`src/rtl/jk_drv_pkg.sv`:
```
// -----------------------------------------------------------------------------
// jk_drv_pkg
// Shared definitions for the JK excitation driver:
//   - state_t   : controller states (idle / driving J,K / checking Q)
//   - JK_*      : two-bit {J,K} drive codes
// Imported by jk_excite and jk_excitation_driver.
// -----------------------------------------------------------------------------
package jk_drv_pkg;

   typedef enum logic [1:0] {
      ST_IDLE  = 2'd0,
      ST_DRIVE = 2'd1,
      ST_CHECK = 2'd2
   } state_t;

   // {J,K} encodings as seen by a JK flip-flop
   localparam logic [1:0] JK_HOLD   = 2'b00;
   localparam logic [1:0] JK_RESET  = 2'b01;
   localparam logic [1:0] JK_SET    = 2'b10;
   localparam logic [1:0] JK_TOGGLE = 2'b11;

endpackage

```
`src/rtl/jk_excitation_driver_excite.sv`:
```
// -----------------------------------------------------------------------------
// jk_excite
// Pure combinational excitation mapper: target Q and current Q -> {J,K}.
// Configuration macro: JK_TOGGLE_EN
//   undefined : set/reset excitation, current Q ignored, J=K=1 never produced
//   defined   : toggle when current Q differs from target, hold otherwise
// Ports:
//   tgt_bit  in  desired Q value
//   q_cur    in  current Q of the driven flip-flop
//   jk       out {J,K} code
// -----------------------------------------------------------------------------
module jk_excite
   import jk_drv_pkg::*;
(
   input  logic       tgt_bit,
   input  logic       q_cur,
   output logic [1:0] jk
);

`ifdef JK_TOGGLE_EN
   always_comb begin
      jk = (q_cur != tgt_bit) ? JK_TOGGLE : JK_HOLD;
   end
`else
   // Current Q plays no part in set/reset excitation.
   logic unused_q_cur;
   assign unused_q_cur = q_cur;

   always_comb begin
      jk = tgt_bit ? JK_SET : JK_RESET;
   end
`endif

endmodule

```
`src/rtl/jk_excitation_driver.sv`:
```
// -----------------------------------------------------------------------------
// jk_excitation_driver
// Accepts target Q values over valid/ready, drives J/K of a downstream JK
// flip-flop for HOLD_CYCLES clocks, then reads Q back and reports match or
// mismatch, keeping a saturating mismatch count.
// Configuration macro: JK_TOGGLE_EN (toggle-based excitation, see jk_excite).
// Parameters:
//   HOLD_CYCLES  clocks J/K are presented per target (>= 1)
//   ERR_W        width of the mismatch counter
// Ports:
//   clk, rst     clock, synchronous active-high reset
//   tgt_valid    target present          tgt_bit   desired Q
//   tgt_ready    accepting (IDLE only, combinational from state)
//   q_in         Q readback
//   J, K         registered J/K drive
//   busy         high in DRIVE or CHECK
//   done         one-cycle pulse when a check completes
//   match        result of last check (valid with done, held afterwards)
//   err_cnt      saturating mismatch count
// -----------------------------------------------------------------------------
module jk_excitation_driver
   import jk_drv_pkg::*;
#(
   parameter int HOLD_CYCLES = 3,
   parameter int ERR_W       = 8
)(
   input  logic             clk,
   input  logic             rst,
   input  logic             tgt_valid,
   input  logic             tgt_bit,
   output logic             tgt_ready,
   input  logic             q_in,
   output logic             J,
   output logic             K,
   output logic             busy,
   output logic             done,
   output logic             match,
   output logic [ERR_W-1:0] err_cnt
);

   // HOLD_CYCLES-1 must fit in the counter
   localparam int CNT_W = (HOLD_CYCLES > 1) ? $clog2(HOLD_CYCLES) : 1;
   localparam logic [CNT_W-1:0] CNT_LOAD = CNT_W'(HOLD_CYCLES - 1);

   state_t           state_q, state_d;
   logic [CNT_W-1:0] cnt_q,   cnt_d;
   logic [1:0]       jk_q,    jk_d;
   logic             tgt_q,   tgt_d;
   logic             done_q,  done_d;
   logic             match_q, match_d;
   logic             busy_q,  busy_d;
   logic [ERR_W-1:0] err_q,   err_d;
   logic [1:0]       jk_exc;

   jk_excite u_excite (
      .tgt_bit (tgt_bit),
      .q_cur   (q_in),
      .jk      (jk_exc)
   );

   always_comb begin
      state_d = state_q;
      cnt_d   = cnt_q;
      jk_d    = jk_q;
      tgt_d   = tgt_q;
      done_d  = 1'b0;
      match_d = match_q;
      err_d   = err_q;

      case (state_q)
         ST_IDLE: begin
            // tgt_ready is implied by being in IDLE
            if (tgt_valid) begin
               tgt_d   = tgt_bit;
               jk_d    = jk_exc;
               cnt_d   = CNT_LOAD;
               state_d = ST_DRIVE;
            end
         end
         ST_DRIVE: begin
            if (cnt_q == '0) begin
               jk_d    = JK_HOLD;
               state_d = ST_CHECK;
            end else begin
               cnt_d = cnt_q - CNT_W'(1);
`ifdef JK_TOGGLE_EN
               // A toggle must last exactly one clock, so J/K drop to hold
               // after the first DRIVE edge.
               jk_d  = JK_HOLD;
`endif
            end
         end
         ST_CHECK: begin
            done_d  = 1'b1;
            match_d = (q_in == tgt_q);
            if ((q_in != tgt_q) && (err_q != '1)) begin
               err_d = err_q + ERR_W'(1);
            end
            state_d = ST_IDLE;
         end
         default: begin
            state_d = ST_IDLE;
         end
      endcase

      busy_d = (state_d != ST_IDLE);
   end

   always_ff @(posedge clk) begin
      if (rst) begin
         state_q <= ST_IDLE;
         cnt_q   <= '0;
         jk_q    <= JK_HOLD;
         tgt_q   <= 1'b0;
         done_q  <= 1'b0;
         match_q <= 1'b0;
         busy_q  <= 1'b0;
         err_q   <= '0;
      end else begin
         state_q <= state_d;
         cnt_q   <= cnt_d;
         jk_q    <= jk_d;
         tgt_q   <= tgt_d;
         done_q  <= done_d;
         match_q <= match_d;
         busy_q  <= busy_d;
         err_q   <= err_d;
      end
   end

   assign tgt_ready = (state_q == ST_IDLE);
   assign J         = jk_q[1];
   assign K         = jk_q[0];
   assign busy      = busy_q;
   assign done      = done_q;
   assign match     = match_q;
   assign err_cnt   = err_q;

endmodule

```
`config.mk`:
```
export PLATFORM = sky130hd
export DESIGN_NAME = jk_excitation_driver
export DESIGN_NICKNAME = d
export VERILOG_FILES = /design/src/rtl/jk_drv_pkg.sv /design/src/rtl/jk_excitation_driver_excite.sv /design/src/rtl/jk_excitation_driver.sv
export SDC_FILE = /design/constraint.sdc
export NUM_CORES = 1
export LEC_CHECK = 0
export BUFFER_PORTS_ARGS = -buffer_cell sky130_fd_sc_hd__buf_2
export CORE_MARGIN = 4
export CORE_UTILIZATION = 49
export DETAILED_ROUTE_END_ITERATION = 16
export GPL_ROUTABILITY_DRIVEN = 0
export PLACE_DENSITY = 0.8
export SLEW_MARGIN = 40
export SYNTH_ARGS = -nofsm -noshare
export SYNTH_HDL_FRONTEND = slang
export SYNTH_SLANG_ARGS = --single-unit
```
`constraint.sdc`:
```
create_clock -name clk -period 4.6 [get_ports clk]
set_input_delay 0.92 -clock clk [delete_from_list [all_inputs] [get_ports clk]]
set_output_delay 0.92 -clock clk [all_outputs]
set_load 0.02 [all_outputs]
```
==> results of run 1 <==
==> where the power goes <==
| part | total (W) | internal, W | switching [W] | leakage, nW |
|---|---|---|---|---|
| clock | 0.0000723 | 0.0000304 | 0.0000420 | 0.0138 |
| sequential | 0.000168 | 0.000163 | 0.00000540 | 0.147 |
| combinational | 0.0000392 | 0.0000150 | 0.0000242 | 0.235 |
| total | 0.000279 | 0.000208 | 0.0000715 | 0.395 |
==> flip-flops by register name, indices dropped and copies added (netlist names) <==
name and cells:
jk_q 2, state_q 2, cnt_q 2, done 1
match 1, err_cnt 8, busy 1, tgt_q 1
==> final cells by class <==
class,instances,share of cell area (%)
Clock buffer,3,2.45
Tap cell,16,2.17
Timing Repair Buffer,18,9.78
Inverter,3,1.22
Sequential cell,18,39.1
Multi-Input combinational cell,70,45.2
==> cells by family after synthesis <==
logic type / Yosys count / synth area share [%]
buf+inv: 7 / 4.46
simple gates: 43 / 28.2
fa+ha+maj: 2 / 3.08
mux: 2 / 2.62
flops: 18 / 44.3
xor+xnor: 1 / 1.08
compound gates: 22 / 16.3
==> per-layer routing <==
layer  vias up  share of wire (%)  GRT usage [%]
li1        374                  -              -
met4         0               0.77           2.69
met3         2                8.4           6.44
met2        28                 44           20.9
met1       329                 46           20.5
met5         -                  0              0
==> synth_stat cells <==
library cell / n
a21oi_1: 9
o31ai_1: 2
ha_1: 2
dfxtp_1: 18
and3_1: 1
or4_1: 3
nand2_2: 1
a2bb2oi_1: 2
and2b_2: 1
buf_1: 1
nor3_1: 6
nor2_1: 10
xor2_1: 1
nand3b_1: 1
a31oi_1: 1
nand2_1: 8
a211oi_1: 2
or2_2: 1
and4_4: 2
nor2b_1: 2
o41ai_1: 1
inv_1: 3
mux2i_1: 1
buf_2: 2
buf_6: 1
nor4_1: 1
o21ai_0: 5
or3_1: 1
and2_1: 1
nand3_1: 4
mux2_1: 1
==> worst min-delay path by stage <==
stage	end	slack [ns]	cells past startpoint
after floorplan	tgt_q$_SDFFE_PP0P_	0.45	2
final	jk_q[1]$_SDFFE_PP0P_	0.46	2
after global routing	jk_q[1]$_SDFFE_PP0P_	0.49	2
after global placement	jk_q[1]$_SDFFE_PP0P_	0.45	2
after detailed placement	jk_q[1]$_SDFFE_PP0P_	0.45	2
after CTS	jk_q[1]$_SDFFE_PP0P_	0.46	2
==> worst min-delay path, stage by stage (launching register included) <==
cell     delay [ns]
dfxtp_1        0.32
nand2_1        0.05
a21oi_1        0.05
==> metrics by stage <==
stage | hold WS (ns) | utilization [%] | total power, W | std cells | setup WS, ns
after floorplan | 0.448 | - | 0.000200 | 95 | 2.60
after global placement | 0.452 | 58.3 | 0.000209 | 125 | 2.47
after detailed placement | 0.449 | 58.3 | 0.000211 | 125 | 2.43
after CTS | 0.464 | 59.7 | 0.000284 | 128 | 2.54
after global routing | 0.488 | 59.7 | 0.000296 | 128 | 2.48
final | 0.460 | 59.7 | 0.000279 | 128 | 2.56
==> impl_metrics.py, run 1 <==
metrics = {
    "sta": {
        "post-route-period-util_pct": 44.4,
        "slew_headroom_pct": 78.6,
        "setup_tns_ns": 0,
        "skew_ns": 0.00392,
        "setup_violations": 0,
        "rsz0062_at_grt": "false",
        "max_freq_ghz": 0.489,
        "slew_violations": 0,
        "min_period_ns": 2.04,
        "hold_violations": 0,
        "worst_pin_slew_ns": 0.321,
    },
    "grt": {
        "grt_pass1_vias": 606,
        "grt_use_total_pct": 14.6,
        "grt_pass1_wl_mm": 2.84,
        "antenna_found_initial": 0,
        "grt-ovfl-total": 0,
        "grt_start_max_net_pins": 19,
    },
    "worst_setup_path": {
        "slowest_stage": "dfxtp_1",
        "criticalPathCategory": "reg -> out",
        "r2r-end": "err_cnt[5]$_SDFFE_PP0P_",
        "cpLargestDelayFamily": "flip-flops",
        "r2r-start": "state_q[1]$_SDFF_PP0_",
        "end_kind": "output pin",
        "setup.worst_path.start": "state_q[1]$_SDFF_PP0_",
        "rr_worst_depth": 4,
        "critPathCapture": "tgt_ready",
        "cp_max_fo": 9,
        "worst_setup_path_start_kind": "register",
        "cp_num_cells": 2,
        "cp_cell_sequence": "nor2_1 > buf_2",
        "rrSetupSlack_ns": 3.00,
        "crit_required_ns": 3.68,
        "critPathBufInv": 1,
        "critPathMaxStageDelay_ns": 0.39,
        "critPathArrivalTime_ns": 1.12,
    },
    "clocking": {
        "cts_buffer_depth": 2,
        "cts.sinks": 18,
        "root_buffer": "clkbuf_4",
        "cts_hold_buf": 0,
        "clk_pin_slew_worst_paths_ns": 0.09,
        "cts_tree": "yes",
        "worstSkewPairLatency_ns": 0.28,
        "cts_resized": 0,
        "numCtsBuffers": 3,
        "post_cts_buffers": 0,
        "cts_max_level": 1,
    },
    "route": {
        "drcViolationCount": 0,
        "firstDrtPassIters": 4,
        "route.vias.total": 733,
        "viasPerCell": 5.73,
        "routedWlPerCell_um": 13.2,
        "drt_wl_total_mm": 1.69,
        "first_iter_violations": 9,
        "antenna_left": 0,
    },
    "synthesis": {
        "yosys.area.top_type": "dfxtp_1",
        "postSynthCellCount": 95,
        "ys_seq_elements": 18,
        "yosysUniqueCellTypes": 31,
        "synth.top_cell.area_share_pct": 44.3,
        "ys_warn_count": 0,
        "synth_area_leaders": "dfxtp_1, a21oi_1, nor2_1, nor3_1, nand2_1",
        "syn_nets": 102,
        "synthesis.area_um2": 813,
        "ys_seq_area_share_pct": 44.3,
        "syn_avg_cell_area_um2": 8.56,
    },
    "die": {
        "die_y_um": 48.7,
        "fp.dieW_um": 48.7,
        "start_util_pct": 52.8,
        "core_um2": 1540,
        "num_rows": 14,
        "num_io_pins": 19,
        "dieArea_um2": 2380,
    },
    "place": {
        "portBuffers": 18,
        "place_area_um2": 898,
        "dp.final_hpwl_mm": 1.22,
    },
    "cells_and_area": {
        "drive_above_1_share_pct": 23.2,
        "multi_input_area_um2": 417,
        "syn_to_final_growth_pct": 13.2,
        "seq_area_um2": 360,
        "final_area_um2": 921,
        "finish.net_count": 121,
        "diodes": 0,
        "fillers": 143,
        "most-common-layout-cells": "dfxtp_1, buf_2, nor2_1, a21oi_1, nand2_1",
    },
    "run": {
        "maxCapViolCount": 0,
    },
    "status": {
        "status": "complete, no violations",
    },
    "power_and_ir_drop": {
        "p_leak_nw": 0.395,
        "power_density_nw_per_um2": 303,
        "irDropWorstVdd_mv": 0.279,
    },
    "hold_path": {
        "hp-start": "jk_q[1]$_SDFFE_PP0P_",
        "hp-class": "reg -> reg",
    },
}
Note: power is estimated with default switching activity, not from simulation.
==> run 2, diff against run 1 <==
--- a/config.mk
+++ b/config.mk
@@ -7,10 +7,10 @@
 export LEC_CHECK = 0
 export BUFFER_PORTS_ARGS = -buffer_cell sky130_fd_sc_hd__buf_2
 export CORE_MARGIN = 4
-export CORE_UTILIZATION = 49
+export CORE_UTILIZATION = 45
 export DETAILED_ROUTE_END_ITERATION = 16
 export GPL_ROUTABILITY_DRIVEN = 0
-export PLACE_DENSITY = 0.8
+export PLACE_DENSITY = 0.77
 export SLEW_MARGIN = 40
 export SYNTH_ARGS = -nofsm -noshare
 export SYNTH_HDL_FRONTEND = slang
==> constraint.sdc (replaced) <==
create_clock -name clk -period 1.75 [get_ports clk]
set_input_delay 0.35 -clock clk [delete_from_list [all_inputs] [get_ports clk]]
set_output_delay 0.35 -clock clk [all_outputs]
set_load 0.02 [all_outputs]
==> run 2 against run 1 <==
Compared with the run above: worst setup slack worse by 2.4 ns; combinational power grew to 2.7 times the previous value; core utilization is 5.3 points lower; flip-flop and latch count stayed put; first-iteration DRC count grew to 3.1 times the previous value; power grew to 2.7 times the previous value; largest power group unchanged.
==> impl_metrics.py, run 2 (synthesis gave the netlist of run 1 again) <==
metrics = {
    "power_and_ir_drop": {
        "switchingPower_w": 0.000196,
        "p_leak_nw": 0.401,
        "power.internal_w": 0.000548,
        "power_density_nw_per_um2": 791,
        "comb_power_share_pct": 14.1,
        "switching_share_pct": 26.3,
        "pwr-share-clk_pct": 26.9,
        "p_seq_share_pct": 59.0,
        "irDropWorstVdd_mv": 0.584,
        "total_power_w": 0.000744,
    },
    "cells_and_area": {
        "fillers": 172,
        "multi_input_area_um2": 417,
        "seq_area_um2": 360,
        "diodes": 0,
        "finish.net_count": 122,
        "drive_above_1_share_pct": 23.9,
        "most-common-layout-cells": "dfxtp_1, buf_2, nor2_1, a21oi_1, nand2_1",
        "largest_reg_flops": 8,
        "syn_to_final_growth_pct": 15.5,
    },
    "worst_setup_path": {
        "setup.worst_path.start": "err_cnt[0]$_SDFFE_PP0P_",
        "critPathArrivalTime_ns": 1.77,
        "r2r-start": "err_cnt[0]$_SDFFE_PP0P_",
        "crit_required_ns": 1.93,
        "rrSetupSlack_ns": 0.16,
        "worst_setup_path_start_kind": "register",
        "critPathCapture": "err_cnt[5]$_SDFFE_PP0P_",
        "end_kind": "register",
        "cp_max_fo": 7,
        "criticalPathCategory": "reg -> reg",
        "r2r-end": "err_cnt[5]$_SDFFE_PP0P_",
        "rr_worst_depth": 4,
    },
    "sta": {
        "rsz0062_at_grt": "false",
        "fin_ws_ns": 0.163,
        "min_period_ns": 1.59,
        "slew_headroom_pct": 78.7,
        "skew_ns": 0.00451,
        "post-route-period-util_pct": 90.7,
        "max_freq_ghz": 0.630,
        "setup_tns_ns": 0,
        "hold_violations": 0,
        "setup_violations": 0,
        "worst_pin_slew_ns": 0.320,
        "slew_violations": 0,
    },
    "clocking": {
        "cts_resized": 0,
        "cts_max_level": 1,
        "cts_buffer_depth": 2,
        "root_buffer": "clkbuf_4",
        "post_cts_buffers": 0,
        "worstSkewPairLatency_ns": 0.29,
        "cts_tree": "yes",
        "cts.sinks": 18,
        "cts_hold_buf": 0,
        "clk_pin_slew_worst_paths_ns": 0.10,
        "numCtsBuffers": 3,
    },
    "die": {
        "dieArea_um2": 2550,
        "num_io_pins": 19,
        "core_um2": 1730,
        "start_util_pct": 47.1,
        "num_rows": 15,
        "fp.dieW_um": 50.5,
        "die_y_um": 50.5,
    },
    "place": {
        "portBuffers": 18,
        "dp.final_hpwl_mm": 1.25,
        "dp_slack_ns": 0.124,
    },
    "route": {
        "first_iter_violations": 28,
        "route.vias.total": 749,
        "firstDrtPassIters": 4,
        "routedWlPerCell_um": 12.1,
        "viasPerCell": 5.43,
        "drt_wl_total_mm": 1.67,
        "drcViolationCount": 0,
        "antenna_left": 0,
    },
    "grt": {
        "grt_start_max_net_pins": 19,
        "grt_use_total_pct": 14.5,
        "grt_pass1_vias": 746,
        "grt_pass1_wl_mm": 2.87,
        "antenna_found_initial": 0,
        "grt-ovfl-total": 0,
    },
    "status": {
        "status": "complete, no violations",
    },
    "hold_path": {
        "hp-class": "in -> reg",
    },
    "run": {
        "maxCapViolCount": 0,
    },
}
[run 2: worst min-delay path by stage]
stage	slack, ns	cells after the start	startpoint	end
2_1_floorplan	0.45	2	tgt_q$_SDFFE_PP0P_	tgt_q$_SDFFE_PP0P_
6_report	0.35	3	tgt_bit	tgt_q$_SDFFE_PP0P_
5_1_grt	0.35	3	tgt_bit	tgt_q$_SDFFE_PP0P_
4_1_cts	0.34	3	tgt_bit	tgt_q$_SDFFE_PP0P_
3_5_place_dp	0.45	2	jk_q[1]$_SDFFE_PP0P_	jk_q[1]$_SDFFE_PP0P_
3_3_place_gp	0.45	2	jk_q[1]$_SDFFE_PP0P_	jk_q[1]$_SDFFE_PP0P_
[run 2: worst max-delay path, cell delays in order, from the launching register on]
cell,delay [ns]
dfxtp_1,0.37
ha_1,0.27
and4_4,0.23
nor4_1,0.26
mux2_1,0.35
[run 2: layout make-up]
type	instances	share of cell area, %
multi-input combinational	70	44.3
timing repair buffer	19	10.4
tap	25	3.33
clock buffer	3	2.40
sequential	18	38.3
inverter	3	1.20
[run 2: per-stage QoR]
step | cells | instance area, um2 | util, % | hold WS (ns)
floorplan | 95 | 813 | - | 0.448
global placement | 135 | 917 | 53.1 | 0.450
detailed placement | 135 | 917 | 53.1 | 0.453
CTS | 138 | 940 | 54.4 | 0.344
global route | 138 | 940 | 54.4 | 0.354
finish | 138 | 940 | 54.4 | 0.353
[run 2: per-layer routing]
metal / routed length [um] / vias to the layer above / part of all wire [%] / GRT usage [%]
met2: 834 / 26 / 50 / 26.3
met4: 9 / 0 / 0.54 / 4.48
met3: 120 / 2 / 7.2 / 6.53
li1: - / 381 / - / -
met5: 0 / - / 0 / 0
met1: 708 / 340 / 42 / 14.7
[run 2: power groups by stage]
stage | logic (W) | registers [W] | clock network, W
after global routing | 0.000118 | 0.000442 | 0.000231
final | 0.000105 | 0.000439 | 0.000200
after detailed placement | 0.000105 | 0.000448 | 0
after global placement | 0.000104 | 0.000448 | 0
after floorplan | 0.0000670 | 0.000458 | 0
after CTS | 0.000106 | 0.000439 | 0.000212
